<file path="src/rtl/s7_iserdes_aligner_if.sv">
// Bus between the word aligner and its ISERDES-side environment.
// master: the driving side (ISERDES outputs, control); slave: the aligner.
interface s7_iserdes_aligner_if #(
   parameter int unsigned N_CHANNELS = 2,
   parameter int unsigned DW         = 8
);
   localparam int unsigned SCW = $clog2(DW) + 1;

   logic                       start;
   logic [DW-1:0]              frame_word;
   logic [N_CHANNELS*DW-1:0]   data_words;
   logic                       bitslip;
   logic [N_CHANNELS*DW-1:0]   data_out;
   logic                       data_valid;
   logic                       locked;
   logic                       failed;
   logic [SCW-1:0]             slip_count;
   logic [7:0]                 relock_count;

   modport master (
      output start, frame_word, data_words,
      input  bitslip, data_out, data_valid, locked, failed, slip_count, relock_count
   );

   modport slave (
      input  start, frame_word, data_words,
      output bitslip, data_out, data_valid, locked, failed, slip_count, relock_count
   );
endinterface

</file>
<file path="src/rtl/s7_iserdes_aligner.sv">
// Word-alignment controller for 7-series ISERDES LVDS ADC capture.
// Pulses a common bitslip until the frame-clock word equals PATTERN, then forwards
// registered channel data with a valid flag. Optional macro ALIGN_MONITOR_EN adds
// loss-of-lock monitoring in LOCKED with automatic re-alignment.
module s7_iserdes_aligner #(
   parameter int unsigned   N_CHANNELS     = 2,
   parameter int unsigned   DW             = 8,
   parameter logic [DW-1:0] PATTERN        = 8'hF0,
   parameter int unsigned   SETTLE_CYCLES  = 16,
   parameter int unsigned   CHECK_CYCLES   = 4,
   parameter int unsigned   LOSS_THRESHOLD = 4
) (
   input logic                 sys_clk,
   input logic                 sys_rst_n,
   s7_iserdes_aligner_if.slave bus
);

   localparam int unsigned SCW = $clog2(DW) + 1;
   localparam int unsigned SW  = $clog2(SETTLE_CYCLES + 1);
   localparam int unsigned CW  = $clog2(CHECK_CYCLES + 1);

   localparam logic [SCW-1:0] SLIP_LAST   = SCW'(DW - 1);
   localparam logic [SW-1:0]  SETTLE_LAST = SW'(SETTLE_CYCLES - 1);
   localparam logic [CW-1:0]  CHECK_LAST  = CW'(CHECK_CYCLES - 1);

   localparam logic [2:0] StIdle   = 3'd0;
   localparam logic [2:0] StSettle = 3'd1;
   localparam logic [2:0] StCheck  = 3'd2;
   localparam logic [2:0] StSlip   = 3'd3;
   localparam logic [2:0] StLocked = 3'd4;
   localparam logic [2:0] StFail   = 3'd5;

   logic [2:0]               state_q, state_d;
   logic [SW-1:0]            settle_cnt_q, settle_cnt_d;
   logic [CW-1:0]            match_cnt_q, match_cnt_d;
   logic [SCW-1:0]           slip_cnt_q, slip_cnt_d;
   logic                     bitslip_q, bitslip_d;
   logic                     locked_q, locked_d;
   logic                     failed_q, failed_d;
   logic [N_CHANNELS*DW-1:0] data_q;

   logic frame_match;
   assign frame_match = (bus.frame_word == PATTERN);

`ifdef ALIGN_MONITOR_EN
   localparam int unsigned     LW        = $clog2(LOSS_THRESHOLD + 1);
   localparam logic [LW-1:0]   LOSS_LAST = LW'(LOSS_THRESHOLD - 1);

   logic [LW-1:0] loss_cnt_q, loss_cnt_d;
   logic [7:0]    relock_cnt_q, relock_cnt_d;
`else
   // The threshold only matters to the monitor; keep it referenced in this build.
   logic [31:0] unused_loss_threshold;
   assign unused_loss_threshold = LOSS_THRESHOLD;
`endif

   // Next-state and counter updates for the alignment FSM.
   always_comb begin
      state_d      = state_q;
      settle_cnt_d = settle_cnt_q;
      match_cnt_d  = match_cnt_q;
      slip_cnt_d   = slip_cnt_q;
      bitslip_d    = 1'b0;
      locked_d     = locked_q;
      failed_d     = failed_q;
`ifdef ALIGN_MONITOR_EN
      loss_cnt_d   = loss_cnt_q;
      relock_cnt_d = relock_cnt_q;
`endif
      case (state_q)
         StIdle, StFail: begin
            if (bus.start) begin
               state_d      = StSettle;
               settle_cnt_d = '0;
               slip_cnt_d   = '0;
               failed_d     = 1'b0;
            end
         end
         StSettle: begin
            if (settle_cnt_q == SETTLE_LAST) begin
               state_d     = StCheck;
               match_cnt_d = '0;
            end else begin
               settle_cnt_d = settle_cnt_q + 1'b1;
            end
         end
         StCheck: begin
            if (frame_match) begin
               if (match_cnt_q == CHECK_LAST) begin
                  state_d  = StLocked;
                  locked_d = 1'b1;
`ifdef ALIGN_MONITOR_EN
                  loss_cnt_d = '0;
`endif
               end else begin
                  match_cnt_d = match_cnt_q + 1'b1;
               end
            end else if (slip_cnt_q == SLIP_LAST) begin
               // Every rotation has been tried without a match.
               state_d  = StFail;
               failed_d = 1'b1;
            end else begin
               state_d   = StSlip;
               bitslip_d = 1'b1;
            end
         end
         StSlip: begin
            state_d      = StSettle;
            settle_cnt_d = '0;
            slip_cnt_d   = slip_cnt_q + 1'b1;
         end
         StLocked: begin
            if (bus.start) begin
               state_d      = StSettle;
               settle_cnt_d = '0;
               slip_cnt_d   = '0;
               locked_d     = 1'b0;
            end
`ifdef ALIGN_MONITOR_EN
            else if (frame_match) begin
               loss_cnt_d = '0;
            end else if (loss_cnt_q == LOSS_LAST) begin
               state_d      = StSettle;
               settle_cnt_d = '0;
               slip_cnt_d   = '0;
               locked_d     = 1'b0;
               loss_cnt_d   = '0;
               if (relock_cnt_q != 8'hFF) begin
                  relock_cnt_d = relock_cnt_q + 1'b1;
               end
            end else begin
               loss_cnt_d = loss_cnt_q + 1'b1;
            end
`endif
         end
         default: begin
            state_d = StIdle;
         end
      endcase
   end

   // FSM state, counters and status flags.
   always_ff @(posedge sys_clk or negedge sys_rst_n) begin
      if (!sys_rst_n) begin
         state_q      <= StIdle;
         settle_cnt_q <= '0;
         match_cnt_q  <= '0;
         slip_cnt_q   <= '0;
         bitslip_q    <= 1'b0;
         locked_q     <= 1'b0;
         failed_q     <= 1'b0;
      end else begin
         state_q      <= state_d;
         settle_cnt_q <= settle_cnt_d;
         match_cnt_q  <= match_cnt_d;
         slip_cnt_q   <= slip_cnt_d;
         bitslip_q    <= bitslip_d;
         locked_q     <= locked_d;
         failed_q     <= failed_d;
      end
   end

`ifdef ALIGN_MONITOR_EN
   // Loss-of-lock run length and saturating re-alignment count.
   always_ff @(posedge sys_clk or negedge sys_rst_n) begin
      if (!sys_rst_n) begin
         loss_cnt_q   <= '0;
         relock_cnt_q <= '0;
      end else begin
         loss_cnt_q   <= loss_cnt_d;
         relock_cnt_q <= relock_cnt_d;
      end
   end

   assign bus.relock_count = relock_cnt_q;
`else
   assign bus.relock_count = 8'd0;
`endif

   // Data pipeline: one-cycle registered copy, independent of alignment state.
   always_ff @(posedge sys_clk or negedge sys_rst_n) begin
      if (!sys_rst_n) begin
         data_q <= '0;
      end else begin
         data_q <= bus.data_words;
      end
   end

   assign bus.bitslip    = bitslip_q;
   assign bus.data_out   = data_q;
   // locked_q updates on the same edge as data_q, so both describe the same sample.
   assign bus.data_valid = locked_q;
   assign bus.locked     = locked_q;
   assign bus.failed     = failed_q;
   assign bus.slip_count = slip_cnt_q;

endmodule

</file>
<file path="src/flat_wrapper.sv">
// flat-port wrapper written by rule: the top's interface ports become plain ports
module s7_iserdes_aligner_flat 
#(
   parameter int unsigned   N_CHANNELS     = 2,
   parameter int unsigned   DW             = 8,
   parameter logic [DW-1:0] PATTERN        = 8'hF0,
   parameter int unsigned   SETTLE_CYCLES  = 16,
   parameter int unsigned   CHECK_CYCLES   = 4,
   parameter int unsigned   LOSS_THRESHOLD = 4
)
  (sys_clk, sys_rst_n, bus_start, bus_frame_word, bus_data_words, bus_bitslip, bus_data_out, bus_data_valid, bus_locked, bus_failed, bus_slip_count, bus_relock_count);
  s7_iserdes_aligner_if #(.N_CHANNELS(N_CHANNELS), .DW(DW)) bus_i ();
  input logic sys_clk;
  input logic sys_rst_n;
  input wire logic [$bits(bus_i.start)-1:0] bus_start;
  input wire logic [$bits(bus_i.frame_word)-1:0] bus_frame_word;
  input wire logic [$bits(bus_i.data_words)-1:0] bus_data_words;
  output wire logic [$bits(bus_i.bitslip)-1:0] bus_bitslip;
  output wire logic [$bits(bus_i.data_out)-1:0] bus_data_out;
  output wire logic [$bits(bus_i.data_valid)-1:0] bus_data_valid;
  output wire logic [$bits(bus_i.locked)-1:0] bus_locked;
  output wire logic [$bits(bus_i.failed)-1:0] bus_failed;
  output wire logic [$bits(bus_i.slip_count)-1:0] bus_slip_count;
  output wire logic [$bits(bus_i.relock_count)-1:0] bus_relock_count;
  assign bus_i.start = bus_start;
  assign bus_i.frame_word = bus_frame_word;
  assign bus_i.data_words = bus_data_words;
  assign bus_bitslip = bus_i.bitslip;
  assign bus_data_out = bus_i.data_out;
  assign bus_data_valid = bus_i.data_valid;
  assign bus_locked = bus_i.locked;
  assign bus_failed = bus_i.failed;
  assign bus_slip_count = bus_i.slip_count;
  assign bus_relock_count = bus_i.relock_count;
  s7_iserdes_aligner #(.N_CHANNELS(N_CHANNELS), .DW(DW), .PATTERN(PATTERN), .SETTLE_CYCLES(SETTLE_CYCLES), .CHECK_CYCLES(CHECK_CYCLES), .LOSS_THRESHOLD(LOSS_THRESHOLD)) u_core (.sys_clk(sys_clk), .sys_rst_n(sys_rst_n), .bus(bus_i));
endmodule
</file>
<file path="config.mk">
export PLATFORM = sky130hd
export DESIGN_NAME = s7_iserdes_aligner_flat
export DESIGN_NICKNAME = d
export VERILOG_FILES = /design/src/rtl/s7_iserdes_aligner_if.sv /design/src/rtl/s7_iserdes_aligner.sv /design/src/flat_wrapper.sv
export SDC_FILE = /design/constraint.sdc
export NUM_CORES = 1
export LEC_CHECK = 0
export CAP_MARGIN = 25
export CORE_ASPECT_RATIO = 1.4
export CORE_MARGIN = 4
export CORE_UTILIZATION = 43
export CTS_CLUSTER_SIZE = 28
export DETAILED_ROUTE_END_ITERATION = 7
export PLACE_DENSITY = 0.79
export SYNTH_ARGS = -nofsm -noshare
export SYNTH_HDL_FRONTEND = slang
export SYNTH_SLANG_ARGS = --single-unit
export TNS_END_PERCENT = 30
</file>
<file path="constraint.sdc">
create_clock -name sys_clk -period 2.55 [get_ports sys_clk]
set_input_delay 0.51 -clock sys_clk [delete_from_list [all_inputs] [get_ports sys_clk]]
set_output_delay 0.51 -clock sys_clk [all_outputs]
set_load 0.01 [all_outputs]
</file>
==> qor.yml, run 1 <==
numClockSinks: 34
cp.buffers_inverters: 0
fp.coreArea_um2: 3380
finish.net_count: 216
final_core_util: 0.627
remaining_drc_errors: 0
synthToLayoutAreaGrowth_pct: 39.1
synthCells: 130
worstReg2RegStart: "u_core.match_cnt_q[1]"
max-vdd-ir-drop_mv: 0.433
grt_util_met3: 0.0510
clk_pin_slew_worst_paths_ns: 0.07
max-slew-margin-rel: 0.615
max_slew.worst_pin.slew_ns: 0.569
min_tclk_post_route_ns: 1.92
drt-total-wl_um: 3140
design_area_um2: 2120
num_io_pins: 59
final-instance-count-excl-fill: 225
globalRouteTotalUtil: 0.155
cts_tree: "yes"
max_clock_freq_mhz: 521
clock_path_buffers: 2
final.setup.tns_ns: 0
synthDominantAreaCellType: "sky130_fd_sc_hd__dfrtp_1"
numCtsBuffers: 5
cp_slowest_stage_delay_ns: 0.51
drt-wirelength-per-cell_um: 14.0
first_global_vias: 1202
endpoint_kind: "flop"
grt_antenna_before_repair: 0
drtPass1Iterations: 4
detailedRoute.firstIterationViolations: 20
place_hpwl_um: 2390
rsz_0062_raised_after_global_routing: "false"
yosys.cell_types.count: 45
finalWeightedCongestion: 0.846
synthesized_area_per_cell_um2: 11.7
period_share: 0.753
synth.yosys.seq_area_share: 0.559
wire_length_of_the_first_global_routing_pass_um: 5350
num_vias: 1173
die_height_um: 78.4
design.die.area_um2: 4570
largest_net_degree_at_the_start_of_global_routing: 35
crit_family: "simple AND/OR/NAND/NOR gates"
post-cts-setup-buffers: 0
floorplan.rows: 25
io_buffer_count: 50
hold_start: "u_core.bus.failed"
timing.critical_path.cells: "ha_1 -> ha_1 -> or4b_4 -> or4_1 -> nand3_1"
number_of_diodes: 0
yosys_warnings: 0
critPathLaunch: "u_core.match_cnt_q[1]"
cts_resized: 0
worstSetupPathType: "reg -> reg"
grt_overflow_total: 0
critical_path.most_common_cell: "sky130_fd_sc_hd__ha_1"
die_width_um: 58.3
final_layout_size_suffix_gt1_frac: 0.0703
required_ns: 2.77
cts.root.buffer_cell: "sky130_fd_sc_hd__clkbuf_8"
postSynthRegisterBits: 34
vias_per_cell: 5.21
crit_path_start_kind: "flop"
placedInstanceArea_um2: 2030
detail-route-antenna-nets: 0
final_setup_violations: 0
ys.flop_type: "sky130_fd_sc_hd__dfrtp_1"
worst_path_max_delay_cell: "sky130_fd_sc_hd__or4b_4"
dpl.cell_count: 217
drv_cap: 0
power.static_leakage_nw: 0.895
start_util: 0.450
netlist.area_leader.share: 0.559
synth.top_cells.by_area: "sky130_fd_sc_hd__dfrtp_1, sky130_fd_sc_hd__buf_4, sky130_fd_sc_hd__ha_1, sky130_fd_sc_hd__a22o_1, sky130_fd_sc_hd__nand3_1"
worst_hold_path_type: "reg -> reg"
number_of_synthesized_flops_with_an_enable_pin: 0
fin_skew_ns: 0.0115
status: "finished clean"
synth-async-reset-ratio: 1.00
final-max-slew-violation-count: 0
busiest_layer: "met2"
grtUsageMet2: 0.255
finalHoldViolations: 0
power_per_cell_area_nw_per_um2: 751
syn_area_um2: 1520
postCtsHoldBufs: 0
globalRouteMet1Util: 0.171
clk-insertion-delay-late_ns: 0.29
critPathMaxFanout: 4
cts.htree.levels: 2
cp_data_arrival_time_ns: 2.14
synthesized netlist by cell type (2+ instances only):
cell	number
sky130_fd_sc_hd__a22o_1	5
sky130_fd_sc_hd__nand2_1	5
sky130_fd_sc_hd__xnor2_1	3
sky130_fd_sc_hd__a21oi_1	4
sky130_fd_sc_hd__nand2b_1	2
sky130_fd_sc_hd__buf_4	9
sky130_fd_sc_hd__o21ai_0	5
sky130_fd_sc_hd__nor4bb_1	2
sky130_fd_sc_hd__o211ai_1	4
sky130_fd_sc_hd__a211oi_1	2
sky130_fd_sc_hd__nand4_1	2
sky130_fd_sc_hd__inv_1	5
sky130_fd_sc_hd__ha_1	5
sky130_fd_sc_hd__nand4bb_1	2
sky130_fd_sc_hd__nor2_1	6
sky130_fd_sc_hd__dfrtp_1	34
sky130_fd_sc_hd__nand3_1	7
layout by cell type, fill, tap and decap left out, types with 2 or more instances in the layout:
cell type,Yosys,routed
sky130_fd_sc_hd__conb_1,1,8
sky130_fd_sc_hd__nand2b_1,2,2
sky130_fd_sc_hd__nand3_1,7,7
sky130_fd_sc_hd__nor4bb_1,2,2
sky130_fd_sc_hd__buf_4,9,2
sky130_fd_sc_hd__a211oi_1,2,2
sky130_fd_sc_hd__a21oi_1,4,4
sky130_fd_sc_hd__clkdlybuf4s50_1,0,50
sky130_fd_sc_hd__inv_1,5,5
sky130_fd_sc_hd__clkbuf_8,0,6
sky130_fd_sc_hd__a22o_1,5,5
sky130_fd_sc_hd__xnor2_1,3,3
sky130_fd_sc_hd__ha_1,5,5
sky130_fd_sc_hd__dfrtp_1,34,34
sky130_fd_sc_hd__nand2_1,5,5
sky130_fd_sc_hd__o211ai_1,4,4
sky130_fd_sc_hd__o21ai_0,5,5
sky130_fd_sc_hd__nor2_1,6,6
sky130_fd_sc_hd__nand4_1,2,2
sky130_fd_sc_hd__nand4bb_1,2,2
state kept, by name, indices dropped and copies added (netlist names):
| name | cells |
|---|---|
| u_core.bus.bitslip | 1 |
| u_core.bus.data_out | 16 |
| u_core.bus.data_valid | 1 |
| u_core.bus.failed | 1 |
| u_core.bus.slip_count | 4 |
| u_core.match_cnt_q | 3 |
| u_core.settle_cnt_q | 5 |
| u_core.state_q | 3 |
logic make-up after synthesis:
kind of cell / after synthesis / share of synthesized area
compound gates: 28 / 0.129
xor+xnor: 3 / 0.0173
fa+ha+maj: 5 / 0.0411
buf+inv: 17 / 0.0699
flops: 34 / 0.559
mux: 2 / 0.0140
other cells: 1 / 0.00246
simple gates: 40 / 0.167
worst paths after layout:
check	endpoint	slack, ns	depth (start not counted)
worst max-delay path	u_core.match_cnt_q[2]	0.63	5
worst min-delay path	u_core.bus.failed	0.50	1
worst max register to register	u_core.match_cnt_q[2]	0.63	5
worst min register to register	u_core.bus.failed	0.50	1
max in group asynchronous	u_core.bus.data_out[13]	1.63	2
min in group asynchronous	u_core.bus.bitslip	0.62	2
cell type report:
class                      count  area [um2]
fill                         288        1260
sequential                    34         851
multi-input combinational     86         591
timing repair buffer          52         515
clock buffer                   7        86.3
tap                           40        50.0
inverter                       5        18.8
clock inverter                 1        5.00
metal layers:
metal | share of wire | routed length (um) | vias to the layer above
met1 | 0.40 | 1270 | 550
met2 | 0.48 | 1510 | 54
met5 | 0 | 0 | -
met4 | 0.021 | 65 | 0
li1 | - | - | 563
met3 | 0.095 | 300 | 6
stage by stage:
step / hold slack, ns / power (mW) / worst slack (ns)
floorplan: 0.214 / 1.03 / 0.750
global placement: 0.477 / 1.16 / 0.416
detailed placement: 0.476 / 1.19 / 0.383
CTS: 0.511 / 1.60 / 0.616
global route: 0.537 / 1.70 / 0.584
finish: 0.504 / 1.59 / 0.630
power breakdown:
group | switching (mW) | leakage, nW | internal, mW | total (mW)
sequential | 0.0996 | 0.417 | 0.638 | 0.738
combinational | 0.196 | 0.430 | 0.254 | 0.450
clock | 0.185 | 0.0482 | 0.218 | 0.403
Note: power is estimated with default switching activity, not from simulation.
==> run 2, diff against run 1 <==
Clock period 2.55 ns to 1.9 ns, I/O delays scaled along.
==> run 2 against run 1 <==
Effect of this change:
- cell area is 2.7% higher
- largest cell class unchanged
- count of clock-buffer cells in the layout decreased by 1
- total power grew 35%
- die area stayed put
- critical path depth stayed put
- global-route usage is 1.1 points higher
- core utilization increased by 1.7 points
- clock power grew 26%
- non-clock buffer count is 6 higher
- worst setup slack got worse by 0.60 ns
- worst hold slack lost 0.012 ns
==> qor.yml, run 2 (synthesis gave the netlist of run 1 again) <==
status: "finished clean"
numClockSinks: 34  # unchanged
wire_length_of_the_first_global_routing_pass_um: 5730  # +7.1%
drv_cap: 0  # unchanged
placedInstanceArea_um2: 2060  # +1.5%
fp.coreArea_um2: 3380  # unchanged
num_io_pins: 59  # unchanged
required_ns: 2.11  # -0.66 ns
rsz_0062_raised_after_global_routing: "true"
power.static_leakage_nw: 0.916  # +2.4%
pwr-share-clk: 0.236  # -0.017
timing.reg2reg.setup_slack_ns: 0.03  # -0.60 ns
largest_reg_flops: 16  # unchanged
design_area_um2: 2170  # +2.7%
vias_per_cell: 5.38  # +3.2%
drt-wirelength-per-cell_um: 15.0  # +7.4%
finalWeightedCongestion: 0.830  # -1.9%
postCtsHoldBufs: 0  # unchanged
max_clock_freq_mhz: 534  # +2.4%
worst_slack_setup_final_ns: 0.0256  # -0.605 ns
final_setup_violations: 0  # unchanged
grt_antenna_before_repair: 0  # unchanged
power_per_cell_area_nw_per_um2: 987  # +31%
drt-total-wl_um: 3440  # +9.4%
synthToLayoutAreaGrowth_pct: 42.9
remaining_drc_errors: 0  # unchanged
final-max-slew-violation-count: 0  # unchanged
die_width_um: 58.3  # unchanged
worst_hold_path_type: "reg -> reg"
clock_path_buffers: 2  # unchanged
power_frac_seq: 0.462  # -0.002
detailedRoute.firstIterationViolations: 26  # +30%
first_global_vias: 1260  # +4.8%
detail-route-antenna-nets: 0  # unchanged
finalHoldViolations: 0  # unchanged
mostFrequentLayoutCell: "sky130_fd_sc_hd__clkdlybuf4s50_1"
final_core_util: 0.644  # +0.0170
design_power_total_mw: 2.15  # +35%
endpoint_kind: "flop"
design.die.area_um2: 4570  # unchanged
finish.net_count: 222  # +2.8%
drtPass1Iterations: 4  # unchanged
crit_path_start_kind: "flop"
die_height_um: 78.4  # unchanged
place_hpwl_um: 2640  # +11%
switchingPower_mw: 0.642  # +34%
start_util: 0.450  # unchanged
numCtsBuffers: 5  # unchanged
cts.root.buffer_cell: "sky130_fd_sc_hd__clkbuf_8"
most_frequent_cells_in_the_layout: "sky130_fd_sc_hd__clkdlybuf4s50_1, sky130_fd_sc_hd__dfrtp_1, sky130_fd_sc_hd__conb_1, sky130_fd_sc_hd__buf_4, sky130_fd_sc_hd__nand3_1"
clk-insertion-delay-late_ns: 0.28  # about the same
largest_net_degree_at_the_start_of_global_routing: 35  # unchanged
num_vias: 1232  # +5.0%
cts.htree.levels: 2  # unchanged
max-vdd-ir-drop_mv: 0.583  # +35%
final_layout_size_suffix_gt1_frac: 0.111  # +0.0408
min_tclk_post_route_ns: 1.87  # -0.0453 ns
internal-power_mw: 1.50  # +36%
power_switching_share: 0.299  # -0.00312
final.setup.tns_ns: 0  # unchanged
comb_power_share: 0.302  # +0.019
globalRouteTotalUtil: 0.165  # +0.0109
number_of_diodes: 0  # unchanged
io_buffer_count: 50  # unchanged
final-instance-count-excl-fill: 229  # +1.8%
grt_overflow_total: 0  # unchanged
period_share: 0.987  # +0.234
cp_data_arrival_time_ns: 2.09  # -0.05 ns
dp_slack_ns: -0.140  # -0.523 ns
clk_pin_slew_worst_paths_ns: 0.06  # about the same
hold-worst-slack_ns: 0.492  # -0.0117 ns
critPathMaxFanout: 3  # -1
worstSetupPathType: "reg -> reg"
cts_tree: "yes"
dpl.cell_count: 221  # +1.8%
fin_skew_ns: 0.00497  # -0.00649 ns
floorplan.rows: 25  # unchanged
## run 2: cell count changes in the layout (fill, tap and decap cells not counted)
cell                        delta
sky130_fd_sc_hd__buf_4         +6
sky130_fd_sc_hd__nand4bb_1     -1
sky130_fd_sc_hd__clkinv_2      -1
sky130_fd_sc_hd__ha_2          +2
sky130_fd_sc_hd__clkbuf_1      -1
sky130_fd_sc_hd__nand4bb_4     +1
sky130_fd_sc_hd__ha_1          -2
## run 2: final timing paths
path	start	endpoint	cells past startpoint
max	u_core.match_cnt_q[0]	u_core.match_cnt_q[2]	5
min in group asynchronous	sys_rst_n	u_core.bus.data_out[1]	2
max reg2reg	u_core.match_cnt_q[0]	u_core.match_cnt_q[2]	5
max in group asynchronous	sys_rst_n	u_core.bus.data_out[3]	2
min reg2reg	u_core.bus.failed	u_core.bus.failed	1
min	u_core.bus.failed	u_core.bus.failed	1
## run 2: what timing repair did
action	CTS	global route
pin swaps	1	1
setup buffers	2	0
gates cloned	0	0
endpoints found under the setup margin	1	3
gates resized for setup	1	2
## run 2: power groups by stage
stage / Clock [mW] / Combinational [mW] / Sequential (mW)
after global placement: 0 / 0.587 / 0.981
after detailed placement: 0 / 0.622 / 0.996
after global routing: 0.554 / 0.742 / 1.01
after floorplan: 0 / 0.395 / 0.983
after CTS: 0.519 / 0.643 / 0.982
final: 0.507 / 0.649 / 0.990
## run 2: final cells by class
class,count,area [um2]
Sequential cell,34,851
Clock buffer,6,82.6
Multi-Input combinational cell,86,612
Fill cell,269,1200
Timing Repair Buffer,58,561
Tap cell,40,50.0
Inverter,5,18.8
## run 2: layer usage
layer  track usage  vias up  wire length, um
met5             0        -                0
met4        0.0696        0               53
met3        0.0576        7              326
met2         0.295       57             1760
met1         0.169      595             1300
li1              -      573                -
## run 2: critical path: stages (launching register included)
cell	delay (ns)
sky130_fd_sc_hd__dfrtp_1	0.38
sky130_fd_sc_hd__ha_1	0.20
sky130_fd_sc_hd__ha_2	0.19
sky130_fd_sc_hd__or4b_4	0.53
sky130_fd_sc_hd__or4_1	0.42
sky130_fd_sc_hd__nand3_1	0.09
